File: src/rtl/eth_tx_arbiter_if.sv
// eth_tx_arbiter_if
// Groups the request side (three reply sources with their destination MACs)
// and the frame-builder handshake of the transmit arbiter.
//   master : the packet receiver and frame builder. Drives requests, MACs and tx_done.
//   slave  : the arbiter. Drives tx_start, tx_sel, tx_mac and tx_abort.
interface eth_tx_arbiter_if;
    logic        req_arp;
    logic        req_icmp;
    logic        req_udp;
    logic [47:0] arp_mac;
    logic [47:0] icmp_mac;
    logic [47:0] udp_mac;
    logic        tx_done;
    logic        tx_start;
    logic [1:0]  tx_sel;
    logic [47:0] tx_mac;
    logic        tx_abort;

    modport master (
        output req_arp, req_icmp, req_udp,
        output arp_mac, icmp_mac, udp_mac,
        output tx_done,
        input  tx_start, tx_sel, tx_mac, tx_abort
    );

    modport slave (
        input  req_arp, req_icmp, req_udp,
        input  arp_mac, icmp_mac, udp_mac,
        input  tx_done,
        output tx_start, tx_sel, tx_mac, tx_abort
    );
endinterface

File: src/rtl/eth_tx_arbiter.sv
// eth_tx_arbiter
// Shares the single MAC transmit path between ARP replies, ICMP echo replies
// and UDP datagrams. Each request is latched with its destination MAC. One
// request is granted at a time and the frame builder is sequenced with a
// start/done handshake. An inter-frame gap follows every grant, and a hung
// builder is aborted by a timeout.
//
// Ports
//   clk         rising-edge system clock
//   rst         synchronous active-high reset
//   bus         request/handshake bundle (slave modport)
//   busy        high whenever the FSM is not IDLE
//   pend        pending flags {udp, icmp, arp}
//   drop_cnt    saturating count of requests dropped while already pending
//   timeout_cnt saturating count of builder aborts
//
// state      | meaning
// -----------+-----------------------------------------------------------
// IDLE       | arbitrate among pending requests
// START      | tx_start pulse to the builder; load the timeout timer
// WAIT_DONE  | hold tx_sel/tx_mac; wait for tx_done or the timeout
// GAP        | inter-frame gap of IFG_CYCLES cycles; requests still latch
module eth_tx_arbiter #(
    parameter int IFG_CYCLES   = 12,
    parameter int TIMEOUT      = 4096,
    parameter int STARVE_LIMIT = 4
) (
    input  logic                 clk,
    input  logic                 rst,
    eth_tx_arbiter_if.slave      bus,
    output logic                 busy,
    output logic [2:0]           pend,
    output logic [15:0]          drop_cnt,
    output logic [7:0]           timeout_cnt
);

    // A single down-counter serves both the timeout and the gap. It must be
    // wide enough for whichever load value is larger.
    localparam int TMAX = (TIMEOUT - 2 > IFG_CYCLES - 1) ? TIMEOUT - 2 : IFG_CYCLES - 1;
    localparam int TW   = (TMAX < 1) ? 1 : $clog2(TMAX + 1);
    localparam int SW   = $clog2(STARVE_LIMIT + 2);

    typedef enum logic [1:0] {S_IDLE, S_START, S_WAIT_DONE, S_GAP} state_t;

    state_t        state;
    logic [TW-1:0] timer;
    logic [SW-1:0] starve_cnt;
    logic [47:0]   arp_mac_q;
    logic [47:0]   icmp_mac_q;
    logic [47:0]   udp_mac_q;

    logic [2:0]    req;
    logic [2:0]    grant;
    logic [2:0]    drops;
    logic [2:0]    store;
    logic [1:0]    drop_inc;
    logic [16:0]   drop_sum;
    logic [1:0]    grant_sel;
    logic [47:0]   grant_mac;

    assign req = {bus.req_udp, bus.req_icmp, bus.req_arp};

    always_comb begin
        grant = 3'b000;
        if (state == S_IDLE) begin
            if (pend[2] && starve_cnt == SW'(STARVE_LIMIT))
                grant = 3'b100;
            else if (pend[0])
                grant = 3'b001;
            else if (pend[1])
                grant = 3'b010;
            else if (pend[2])
                grant = 3'b100;
        end
    end

    // A request to a source that is granted on the same edge is a fresh
    // request rather than a duplicate. The grant takes the old MAC and the
    // new one is stored.
    assign drops     = req & pend & ~grant;
    assign store     = req & ~drops;
    assign drop_inc  = {1'b0, drops[0]} + {1'b0, drops[1]} + {1'b0, drops[2]};
    assign drop_sum  = {1'b0, drop_cnt} + {15'd0, drop_inc};
    assign grant_sel = {grant[2] | grant[1], grant[2] | grant[0]};

    always_comb begin
        grant_mac = 48'd0;
        if (grant[0])
            grant_mac = arp_mac_q;
        else if (grant[1])
            grant_mac = icmp_mac_q;
        else if (grant[2])
            grant_mac = udp_mac_q;
    end

    always_ff @(posedge clk) begin
        if (rst) begin
            state        <= S_IDLE;
            timer        <= '0;
            starve_cnt   <= '0;
            arp_mac_q    <= '0;
            icmp_mac_q   <= '0;
            udp_mac_q    <= '0;
            pend         <= 3'b000;
            drop_cnt     <= 16'd0;
            timeout_cnt  <= 8'd0;
            busy         <= 1'b0;
            bus.tx_start <= 1'b0;
            bus.tx_sel   <= 2'b00;
            bus.tx_mac   <= 48'd0;
            bus.tx_abort <= 1'b0;
        end else begin
            pend <= (pend & ~grant) | req;
            if (store[0]) arp_mac_q  <= bus.arp_mac;
            if (store[1]) icmp_mac_q <= bus.icmp_mac;
            if (store[2]) udp_mac_q  <= bus.udp_mac;
            drop_cnt <= drop_sum[16] ? 16'hFFFF : drop_sum[15:0];

            if (grant[2] || !pend[2])
                starve_cnt <= '0;
            else if (grant[1] || grant[0])
                starve_cnt <= starve_cnt + 1'b1;

            bus.tx_start <= 1'b0;
            bus.tx_abort <= 1'b0;

            case (state)
                S_IDLE: begin
                    if (grant != 3'b000) begin
                        state        <= S_START;
                        busy         <= 1'b1;
                        bus.tx_start <= 1'b1;
                        bus.tx_sel   <= grant_sel;
                        bus.tx_mac   <= grant_mac;
                    end
                end
                S_START: begin
                    state <= S_WAIT_DONE;
                    // The abort edge is the one on which the timer would
                    // reach TIMEOUT-1, so load TIMEOUT-2 and count down to 0.
                    timer <= TW'(TIMEOUT - 2);
                end
                S_WAIT_DONE: begin
                    if (bus.tx_done) begin
                        state      <= S_GAP;
                        bus.tx_sel <= 2'b00;
                        timer      <= TW'(IFG_CYCLES - 1);
                    end else if (timer == '0) begin
                        state        <= S_GAP;
                        bus.tx_sel   <= 2'b00;
                        bus.tx_abort <= 1'b1;
                        timer        <= TW'(IFG_CYCLES - 1);
                        if (timeout_cnt != 8'hFF)
                            timeout_cnt <= timeout_cnt + 1'b1;
                    end else begin
                        timer <= timer - 1'b1;
                    end
                end
                S_GAP: begin
                    if (timer == '0) begin
                        state <= S_IDLE;
                        busy  <= 1'b0;
                    end else begin
                        timer <= timer - 1'b1;
                    end
                end
                default: begin
                    state <= S_IDLE;
                    busy  <= 1'b0;
                end
            endcase
        end
    end

endmodule
File: src/flat_wrapper.sv
// flat-port wrapper written by rule: the top's interface ports become plain ports
module eth_tx_arbiter_flat 
#(
    parameter int IFG_CYCLES   = 12,
    parameter int TIMEOUT      = 4096,
    parameter int STARVE_LIMIT = 4
)
  (clk, rst, busy, pend, drop_cnt, timeout_cnt, bus_req_arp, bus_req_icmp, bus_req_udp, bus_arp_mac, bus_icmp_mac, bus_udp_mac, bus_tx_done, bus_tx_start, bus_tx_sel, bus_tx_mac, bus_tx_abort);
  eth_tx_arbiter_if bus_i ();
  input  logic clk;
  input  logic rst;
  output logic busy;
  output logic [2:0] pend;
  output logic [15:0] drop_cnt;
  output logic [7:0] timeout_cnt;
  input wire logic [$bits(bus_i.req_arp)-1:0] bus_req_arp;
  input wire logic [$bits(bus_i.req_icmp)-1:0] bus_req_icmp;
  input wire logic [$bits(bus_i.req_udp)-1:0] bus_req_udp;
  input wire logic [$bits(bus_i.arp_mac)-1:0] bus_arp_mac;
  input wire logic [$bits(bus_i.icmp_mac)-1:0] bus_icmp_mac;
  input wire logic [$bits(bus_i.udp_mac)-1:0] bus_udp_mac;
  input wire logic [$bits(bus_i.tx_done)-1:0] bus_tx_done;
  output wire logic [$bits(bus_i.tx_start)-1:0] bus_tx_start;
  output wire logic [$bits(bus_i.tx_sel)-1:0] bus_tx_sel;
  output wire logic [$bits(bus_i.tx_mac)-1:0] bus_tx_mac;
  output wire logic [$bits(bus_i.tx_abort)-1:0] bus_tx_abort;
  assign bus_i.req_arp = bus_req_arp;
  assign bus_i.req_icmp = bus_req_icmp;
  assign bus_i.req_udp = bus_req_udp;
  assign bus_i.arp_mac = bus_arp_mac;
  assign bus_i.icmp_mac = bus_icmp_mac;
  assign bus_i.udp_mac = bus_udp_mac;
  assign bus_i.tx_done = bus_tx_done;
  assign bus_tx_start = bus_i.tx_start;
  assign bus_tx_sel = bus_i.tx_sel;
  assign bus_tx_mac = bus_i.tx_mac;
  assign bus_tx_abort = bus_i.tx_abort;
  eth_tx_arbiter #(.IFG_CYCLES(IFG_CYCLES), .TIMEOUT(TIMEOUT), .STARVE_LIMIT(STARVE_LIMIT)) u_core (.clk(clk), .rst(rst), .bus(bus_i), .busy(busy), .pend(pend), .drop_cnt(drop_cnt), .timeout_cnt(timeout_cnt));
endmodule
File: config.mk
export PLATFORM = sky130hd
export DESIGN_NAME = eth_tx_arbiter_flat
export DESIGN_NICKNAME = d
export VERILOG_FILES = /design/src/rtl/eth_tx_arbiter_if.sv /design/src/rtl/eth_tx_arbiter.sv /design/src/flat_wrapper.sv
export SDC_FILE = /design/constraint.sdc
export NUM_CORES = 1
export LEC_CHECK = 0
export BUFFER_PORTS_ARGS = -buffer_cell sky130_fd_sc_hd__buf_4
export CAP_MARGIN = 40
export CORE_MARGIN = 3
export CORE_UTILIZATION = 54
export CTS_CLUSTER_SIZE = 10
export DETAILED_ROUTE_END_ITERATION = 10
export PLACE_DENSITY_LB_ADDON = 0.08
export SYNTH_ARGS = -nofsm -noshare
export SYNTH_HDL_FRONTEND = slang
export SYNTH_SLANG_ARGS = --single-unit
export TNS_END_PERCENT = 50
File: constraint.sdc
create_clock -name clk -period 3.8 [get_ports clk]
set_clock_uncertainty 0.2 [all_clocks]
set_input_delay 0 -clock clk [delete_from_list [all_inputs] [get_ports clk]]
set_output_delay 0 -clock clk [all_outputs]
set_load 0.005 [all_outputs]
==> load_flow_metrics.sql, run 1 <==
INSERT INTO impl_metrics (metric_group, metric, value, unit) VALUES
('sta', 'slew-limit-headroom', '41.9', '%'),
('die', 'design.die.area', '19700', 'um^2'),
('placed_design', 'post-place-cells', '1589', ''),
('finish', 'multi_input_area', '4540', 'um^2'),
('synth', 'postSynthAreaPerCell', '8.07', 'um^2'),
('finish', 'final_net_count', '1826', ''),
('synth', 'synth_largest_type_area_fraction', '49.4', '%'),
('outcome', 'status', 'completed', ''),
('finish', 'syn_to_final_growth', '54.5', '%'),
('power_and_ir_drop', 'static_power_due_to_leakage', '6.32', 'nW'),
('critical_path', 'critical_path.max_fanout', '20', ''),
('sta', 'setup_viol', '0', ''),
('die', 'std_cell_rows', '48', ''),
('clocking', 'htree_num_levels', '1', ''),
('synth', 'synth-edff-count', '0', ''),
('die', 'placeableCoreArea', '17500', 'um^2'),
('worst_hold_path', 'worstHoldPathType', 'primary input to register', ''),
('sta', 'final_hold_viol_count', '0', ''),
('clocking', 'clock_path_buffers', '3', ''),
('synth', 'async_flop_share', '0', '%'),
('critical_path', 'critical_path.endpoint_type', 'register', ''),
('die', 'io_pins', '230', ''),
('placed_design', 'placedInstanceArea', '11600', 'um^2'),
('critical_path', 'startpoint', 'u_core.starve_cnt[0]$_SDFFE_PP0P_', ''),
('synth', 'muxShareOfSynthArea', '0.717', '%'),
('die', 'dieHeight', '141', 'um'),
('synth', 'synth_area', '9770', 'um^2'),
('finish', 'final_cells', '1891', ''),
('synth', 'post_synth_fa_ha_maj_area_fraction', '1.82', '%'),
('synth', 'synth_most_common_cell', 'sky130_fd_sc_hd__nand2_1', ''),
('global_routing', 'grt_max_degree', '117', ''),
('synth', 'synth_compound_gate_area_share', '22.5', '%'),
('route', 'routedWlPerCell', '19.8', 'um'),
('global_routing', 'vias_in_the_first_global_route', '11755', ''),
('route', 'drcViolationCount', '0', ''),
('synth', 'synth.distinct_cells', '51', ''),
('route', 'wirelength', '37.5', 'mm'),
('finish', 'fin_area', '15100', 'um^2'),
('route', 'antenna_violating_nets_post_route', '0', ''),
('global_routing', 'track_usage', '36.5', '%'),
('route', 'vias_per_cell', '5.96', ''),
('clocking', 'cts-root-buf', 'sky130_fd_sc_hd__clkbuf_16', ''),
('sta', 'rsz0062_at_grt', 'no', ''),
('critical_path', 'crit_arrival', '3820', 'ps'),
('sta', 'timing.fmax', '0.281', 'GHz'),
('synth', 'post_synth_and_or_nand_nor_area_fraction', '19.1', '%'),
('placed_design', 'place.port_buffers', '229', ''),
('route', 'drt_first_pass_iters', '7', ''),
('synth', 'synth_sequential_area_ratio', '49.4', '%'),
('route', 'dr_total_vias', '11262', ''),
('run', 'drv.max_cap_violation_count', '0', ''),
('power_and_ir_drop', 'max-vdd-ir-drop', '0.384', 'mV'),
('synth', 'dominantRegCellSynth', 'sky130_fd_sc_hd__dfxtp_1', ''),
('critical_path', 'worstSetupStartpointType', 'register', ''),
('sta', 'worstMarginPinSlew', '871', 'ps'),
('die', 'initial_cell_density_of_the_core', '55.9', '%'),
('clocking', 'cts.sink_count', '241', ''),
('synth', 'synthesis.yosys.warnings', '0', ''),
('global_routing', 'global_route_wire_length_before_repair', '59.1', 'mm'),
('worst_hold_path', 'min_from', 'bus_udp_mac[31]', ''),
('sta', 'post-route-min-period', '3560', 'ps'),
('synth', 'ys_top_cells_by_count', 'sky130_fd_sc_hd__nand2_1, sky130_fd_sc_hd__dfxtp_1, sky130_fd_sc_hd__a21oi_1, sky130_fd_sc_hd__clkbuf_1, sky130_fd_sc_hd__o21ai_0', ''),
('critical_path', 'setup.worst_path.class', 'register to register', ''),
('power_and_ir_drop', 'power-per-cell-area', '501', 'nW/um^2'),
('clocking', 'num_cts_buffers', '28', ''),
('synth', 'synth_nets', '1373', ''),
('synth', 'synth_cells', '1210', ''),
('synth', 'synth.top_cells.by_area', 'sky130_fd_sc_hd__dfxtp_1, sky130_fd_sc_hd__nand2_1, sky130_fd_sc_hd__a21oi_1', ''),
('synth', 'xor_and_xnor_fraction_of_the_mapped_netlist_area', '1.43', '%'),
('sta', 'setup-tns-final', '0', 'ps'),
('route', 'initialDrtViolationCount', '953', '');
## per-layer routing
layer  global-route usage, %  wire (um)  vias to the layer above
li1                        -          -                     5052
met5                       0          0                        -
met4                    18.1       1750                        0
met1                    43.9      13900                     5301
met2                    63.3      18500                      741
met3                    5.94       3330                      168
## state kept, by name (all words and copies together), names as in the netlist
name,flops
u_core.arp_mac_q,48
u_core.bus.tx_abort,1
u_core.bus.tx_mac,48
u_core.bus.tx_sel,2
u_core.bus.tx_start,1
u_core.busy,1
u_core.drop_cnt,16
u_core.icmp_mac_q,48
u_core.pend,3
u_core.starve_cnt,3
u_core.state,2
u_core.timeout_cnt,8
u_core.timer,12
u_core.udp_mac_q,48
## worst max-delay path, stage by stage, from the launching register on
cell and delay (ps):
sky130_fd_sc_hd__dfxtp_1 330, sky130_fd_sc_hd__inv_1 70, sky130_fd_sc_hd__ha_1 210, sky130_fd_sc_hd__nand3_1 170, sky130_fd_sc_hd__nand4_1 150, sky130_fd_sc_hd__buf_4 220
sky130_fd_sc_hd__a21boi_4 620, sky130_fd_sc_hd__nand2_1 160, sky130_fd_sc_hd__dlygate4sd3_1 610, sky130_fd_sc_hd__a21oi_1 160, sky130_fd_sc_hd__dlygate4sd3_1 580
## cell families (layout without fill, tap and decap cells)
group,Yosys count,count (layout)
AO/OA/AOI/OAI,368,368
AND/OR/NAND/NOR,446,446
adder cells (fa/ha/maj),13,13
XOR/XNOR,16,16
other,0,1
multiplexers,7,7
buffers and inverters,119,574
flip-flops,241,241
## cell type report
cell class,instances,area share [%]
flip-flops and latches,241,32.0
repair buffers,516,30.5
multi-input cells,850,30.0
clock buffers,31,4.92
well taps,225,1.87
inverters,26,0.647
clock inverters,1,0.0580
diodes,1,0.0166
## cells in the final DEF, fill, tap and decap left out, types with 8 or more instances in the layout
cell type                         n
sky130_fd_sc_hd__nand3_1         13
sky130_fd_sc_hd__nand2_1        349
sky130_fd_sc_hd__o32ai_1          8
sky130_fd_sc_hd__o21ai_0         51
sky130_fd_sc_hd__dfxtp_1        241
sky130_fd_sc_hd__inv_1           26
sky130_fd_sc_hd__a221o_1         45
sky130_fd_sc_hd__nor3_1          10
sky130_fd_sc_hd__nand4_1         11
sky130_fd_sc_hd__nor2_1          32
sky130_fd_sc_hd__clkbuf_16       29
sky130_fd_sc_hd__buf_4          242
sky130_fd_sc_hd__xor2_1           9
sky130_fd_sc_hd__dlygate4sd3_1  268
sky130_fd_sc_hd__ha_1            11
sky130_fd_sc_hd__a21oi_1        225
## power breakdown
| group | internal, mW | leakage, nW | switching, mW |
|---|---|---|---|
| clock network | 1.36 | 0.370 | 0.980 |
| registers | 2.83 | 1.98 | 0.232 |
| logic | 0.972 | 3.97 | 1.19 |
## worst paths after layout
path | slack [ps] | depth (start not counted) | endpoint
setup / recovery | 240 | 10 | u_core.icmp_mac_q[34]$_SDFFE_PP0P_
hold / removal | 90 | 4 | u_core.udp_mac_q[31]$_SDFFE_PP0P_
setup reg to reg | 240 | 10 | u_core.icmp_mac_q[34]$_SDFFE_PP0P_
hold reg to reg | 250 | 2 | u_core.arp_mac_q[4]$_SDFFE_PP0P_
## per-stage QoR
stage          hold slack, ps  utilization (%)  worst slack (ps)
2_1_floorplan           -82.6                -               363
3_3_place_gp             46.3             66.5               216
3_5_place_dp             55.0             66.7               116
4_1_cts                  56.0             86.3              75.1
5_1_grt                   104             86.4              70.8
6_report                 85.8             86.4               244
## what timing repair did
item,CTS,global route
endpoints found under the setup margin,0,13
resized for setup,0,0
buffers inserted,0,1
hold buffers,268,0
hold endpoints to repair,190,0
Power figures use the tool's default switching activity.
==> run 2, diff against run 1 <==
--- a/config.mk
+++ b/config.mk
@@ -5,6 +5,7 @@
 export SDC_FILE = /design/constraint.sdc
 export NUM_CORES = 1
 export LEC_CHECK = 0
+export ABC_AREA = 1
 export BUFFER_PORTS_ARGS = -buffer_cell sky130_fd_sc_hd__buf_4
 export CAP_MARGIN = 40
 export CORE_MARGIN = 3
@@ -12,6 +13,7 @@
 export CTS_CLUSTER_SIZE = 10
 export DETAILED_ROUTE_END_ITERATION = 10
 export PLACE_DENSITY_LB_ADDON = 0.08
+export SKIP_CTS_REPAIR_TIMING = 1
 export SYNTH_ARGS = -nofsm -noshare
 export SYNTH_HDL_FRONTEND = slang
 export SYNTH_SLANG_ARGS = --single-unit
==> run 2 against run 1 <==
  * Critical path depth grew 4
  * Synthesized cell count is 15% higher
  * Combinational power shrank 6%
  * Final cell count is 6.7% higher
  * Maximum frequency rose by 2.6%
  * Critical path type unchanged
  * Highest routed layer unchanged
==> load_flow_metrics.sql, run 2 <==
INSERT INTO impl_metrics (metric_group, metric, value, unit) VALUES
('outcome', 'status', 'completed', ''),
('clocking', 'cts.sink_count', '241', ''),
('sta', 'worstMarginPinSlew', '896', 'ps'),
('finish', 'final_common_cell', 'sky130_fd_sc_hd__nor2_1', ''),
('finish', 'multi_input_area', '4480', 'um^2'),
('sta', 'min_period_over_period', '91.3', '%'),
('finish', 'layout-drive-gt1-share', '16.6', '%'),
('clocking', 'htree_num_levels', '1', ''),
('synth', 'synth.distinct_cells', '30', ''),
('synth', 'synth_largest_type_area_fraction', '48.9', '%'),
('synth', 'synthDominantAreaCellType', 'sky130_fd_sc_hd__dfxtp_1', ''),
('critical_path', 'cp_peak_stage_delay', '620', 'ps'),
('synth', 'synthesis.yosys.warnings', '0', ''),
('sta', 'final_hold_viol_count', '0', ''),
('finish', 'final_net_count', '1953', ''),
('placed_design', 'place.port_buffers', '229', ''),
('route', 'drt_first_pass_iters', '6', ''),
('synth', 'ys_top_cells_by_count', 'sky130_fd_sc_hd__nor2_1, sky130_fd_sc_hd__nand2_1, sky130_fd_sc_hd__dfxtp_1, sky130_fd_sc_hd__o21ai_0, sky130_fd_sc_hd__a21oi_1', ''),
('critical_path', 'critical_path.n_buffers_inverters', '6', ''),
('synth', 'synth_most_common_cell', 'sky130_fd_sc_hd__nor2_1', ''),
('sta', 'fin_hold_ws', '58.0', 'ps'),
('finish', 'filler_cell_count', '1064', ''),
('finish', 'final_cell_mix', 'sky130_fd_sc_hd__nor2_1, sky130_fd_sc_hd__nand2_1, sky130_fd_sc_hd__dfxtp_1, sky130_fd_sc_hd__buf_4, sky130_fd_sc_hd__dlygate4sd3_1', ''),
('sta', 'post-route-min-period', '3470', 'ps'),
('global_routing', 'grt_remaining_overflow', '0', ''),
('global_routing', 'vias_in_the_first_global_route', '9360', ''),
('critical_path', 'crit_arrival', '3730', 'ps'),
('global_routing', 'grt_max_degree', '99', ''),
('route', 'antenna_violating_nets_post_route', '0', ''),
('clocking', 'tritoncts', 'done', ''),
('worst_hold_path', 'worstHoldPathType', 'primary input to register', ''),
('clocking', 'clk_pin_slew_worst_paths', '60', 'ps'),
('synth', 'synth_area', '9860', 'um^2'),
('clocking', 'cts-root-buf', 'sky130_fd_sc_hd__clkbuf_16', ''),
('finish', 'final_cells', '2018', ''),
('die', 'initial_cell_density_of_the_core', '56.0', '%'),
('critical_path', 'required', '4060', 'ps'),
('die', 'placeableCoreArea', '17600', 'um^2'),
('sta', 'slew-limit-headroom', '40.3', '%'),
('synth', 'number_of_flip_flops_and_latches_in_the_synthesized_netlist', '241', ''),
('clocking', 'worstSkewPairLatency', '530', 'ps'),
('clocking', 'clock_path_buffers', '3', ''),
('synth', 'postSynthAreaPerCell', '7.07', 'um^2'),
('synth', 'synth-edff-count', '0', ''),
('clocking', 'num_cts_buffers', '28', ''),
('global_routing', 'track_usage', '27.2', '%'),
('critical_path', 'worst_path_max_delay_cell', 'sky130_fd_sc_hd__dlygate4sd3_1', ''),
('die', 'design.die.area', '19900', 'um^2'),
('run', 'drv.max_cap_violation_count', '0', ''),
('sta', 'timing.fmax', '0.288', 'GHz'),
('route', 'routedWlPerCell', '17.1', 'um'),
('synth', 'dominantRegCellSynth', 'sky130_fd_sc_hd__dfxtp_1', ''),
('placed_design', 'placedInstanceArea', '11800', 'um^2'),
('finish', 'syn_to_final_growth', '46.9', '%'),
('route', 'drcViolationCount', '0', ''),
('critical_path', 'worstPathCellList', 'inv_1 > ha_1 > nand2_1 > clkinv_1 > nand2_2 > o21ai_4 > inv_2 > nand2_1 > nand2_2 > buf_4 > o21ai_0 > dlygate4sd3_1 > nor2_1 > dlygate4sd3_1', ''),
('critical_path', 'critical_path.max_fanout', '48', ''),
('critical_path', 'worstSetupStartpointType', 'register', ''),
('die', 'dieHeight', '141', 'um'),
('power_and_ir_drop', 'static_power_due_to_leakage', '6.52', 'nW'),
('sta', 'slew_violations', '0', ''),
('route', 'wirelength', '34.6', 'mm'),
('synth', 'async_flop_share', '0', '%'),
('synth', 'synth_nets', '1557', ''),
('die', 'std_cell_rows', '48', ''),
('route', 'initialDrtViolationCount', '885', ''),
('critical_path', 'setup.worst_path.class', 'register to register', ''),
('synth', 'synth.top_cells.by_area', 'sky130_fd_sc_hd__dfxtp_1, sky130_fd_sc_hd__nor2_1, sky130_fd_sc_hd__nand2_1', ''),
('die', 'floorplan.die.width', '141', 'um'),
('power_and_ir_drop', 'power-per-cell-area', '515', 'nW/um^2'),
('die', 'io_pins', '230', ''),
('global_routing', 'antenna_found_initial', '0', ''),
('critical_path', 'worst_path_dominant_cell_family', 'buffers and inverters', ''),
('placed_design', 'post-place-cells', '1788', ''),
('power_and_ir_drop', 'max-vdd-ir-drop', '0.367', 'mV'),
('route', 'vias_per_cell', '5.53', ''),
('synth', 'synth_cells', '1394', ''),
('route', 'dr_total_vias', '11162', ''),
('synth', 'synth_sequential_area_ratio', '48.9', '%'),
('placed_design', 'place_hpwl', '18.1', 'mm'),
('finish', 'fin_area', '14500', 'um^2'),
('sta', 'setup-tns-final', '0', 'ps'),
('finish', 'area.sequential', '4820', 'um^2'),
('sta', 'setup_viol', '0', ''),
('global_routing', 'global_route_wire_length_before_repair', '45.1', 'mm'),
('placed_design', 'gp_routability_congestion', '0.852', ''),
('critical_path', 'critical_path.endpoint_type', 'register', '');
==> run 2: changes by cell type in the layout (fill, tap and decap cells not counted), moves of 45 or more <==
cell	previous run	this run
sky130_fd_sc_hd__a221o_1	45	0
sky130_fd_sc_hd__nand2_1	349	248
sky130_fd_sc_hd__dlygate4sd3_1	268	197
sky130_fd_sc_hd__o21ai_0	51	129
sky130_fd_sc_hd__nand3_1	13	79
sky130_fd_sc_hd__a21oi_1	225	81
sky130_fd_sc_hd__nor2_1	32	387
==> run 2: path summary, 6_finish.rpt <==
kind | start | to | slack, ps | cells after the start
setup reg to reg | u_core.starve_cnt[0]$_SDFFE_PP0P_ | u_core.udp_mac_q[41]$_SDFFE_PP0P_ | 330 | 14
setup / recovery | u_core.starve_cnt[0]$_SDFFE_PP0P_ | u_core.udp_mac_q[41]$_SDFFE_PP0P_ | 330 | 14
hold / removal | bus_icmp_mac[28] | u_core.icmp_mac_q[28]$_SDFFE_PP0P_ | 60 | 4
hold reg to reg | u_core.udp_mac_q[26]$_SDFFE_PP0P_ | u_core.udp_mac_q[26]$_SDFFE_PP0P_ | 280 | 2
==> run 2: logic make-up after synthesis <==
logic type / synth area share (%)
AOI/OAI and AO/OA: 12.6
xor gates and xnor gates: 0.977
adders and majority gates: 1.80
and+or+nand+nor: 29.8
DFF: 48.9
buffers and inverters: 5.88
==> run 2: final cells by class <==
class	instances	share of cell area [%]
timing repair buffer	443	26.9
tap	225	1.94
inverter	64	1.68
antenna	1	0.0173
sequential	241	33.3
clock inverter	2	0.173
multi-input combinational	1012	31.0
clock buffer	30	4.96
==> run 2: routing by layer <==
| layer | vias up | GRT usage [%] | wire, um |
|---|---|---|---|
| met5 | - | 0 | 0 |
| met4 | 0 | 8.26 | 1300 |
| met3 | 125 | 4.07 | 2760 |
| met2 | 615 | 47.8 | 17500 |
| met1 | 5171 | 34.5 | 13000 |
| li1 | 5251 | - | - |
==> run 2: power by group <==
group / internal, mW / switching, mW / leakage, nW / total (mW)
logic: 0.852 / 1.19 / 4.17 / 2.04
registers: 2.87 / 0.238 / 1.98 / 3.11
clock network: 1.32 / 0.977 / 0.364 / 2.30
total: 5.04 / 2.41 / 6.52 / 7.45
==> run 2: stage by stage <==
| step | util (%) | worst slack [ps] | total power, mW |
|---|---|---|---|
| after floorplan | - | 562 | 4.22 |
| after global placement | 66.3 | 383 | 4.82 |
| after detailed placement | 66.8 | 267 | 4.91 |
| after CTS | 71.0 | 240 | 7.18 |
| after global routing | 82.3 | -1.22 | 7.81 |
| final | 82.3 | 332 | 7.45 |
==> run 2: tightest hold or removal path: stages <==
cell                            delay [ps]
sky130_fd_sc_hd__dlygate4sd3_1         530
sky130_fd_sc_hd__buf_4                 100
sky130_fd_sc_hd__o21ai_1                50
sky130_fd_sc_hd__nor2_1                 70
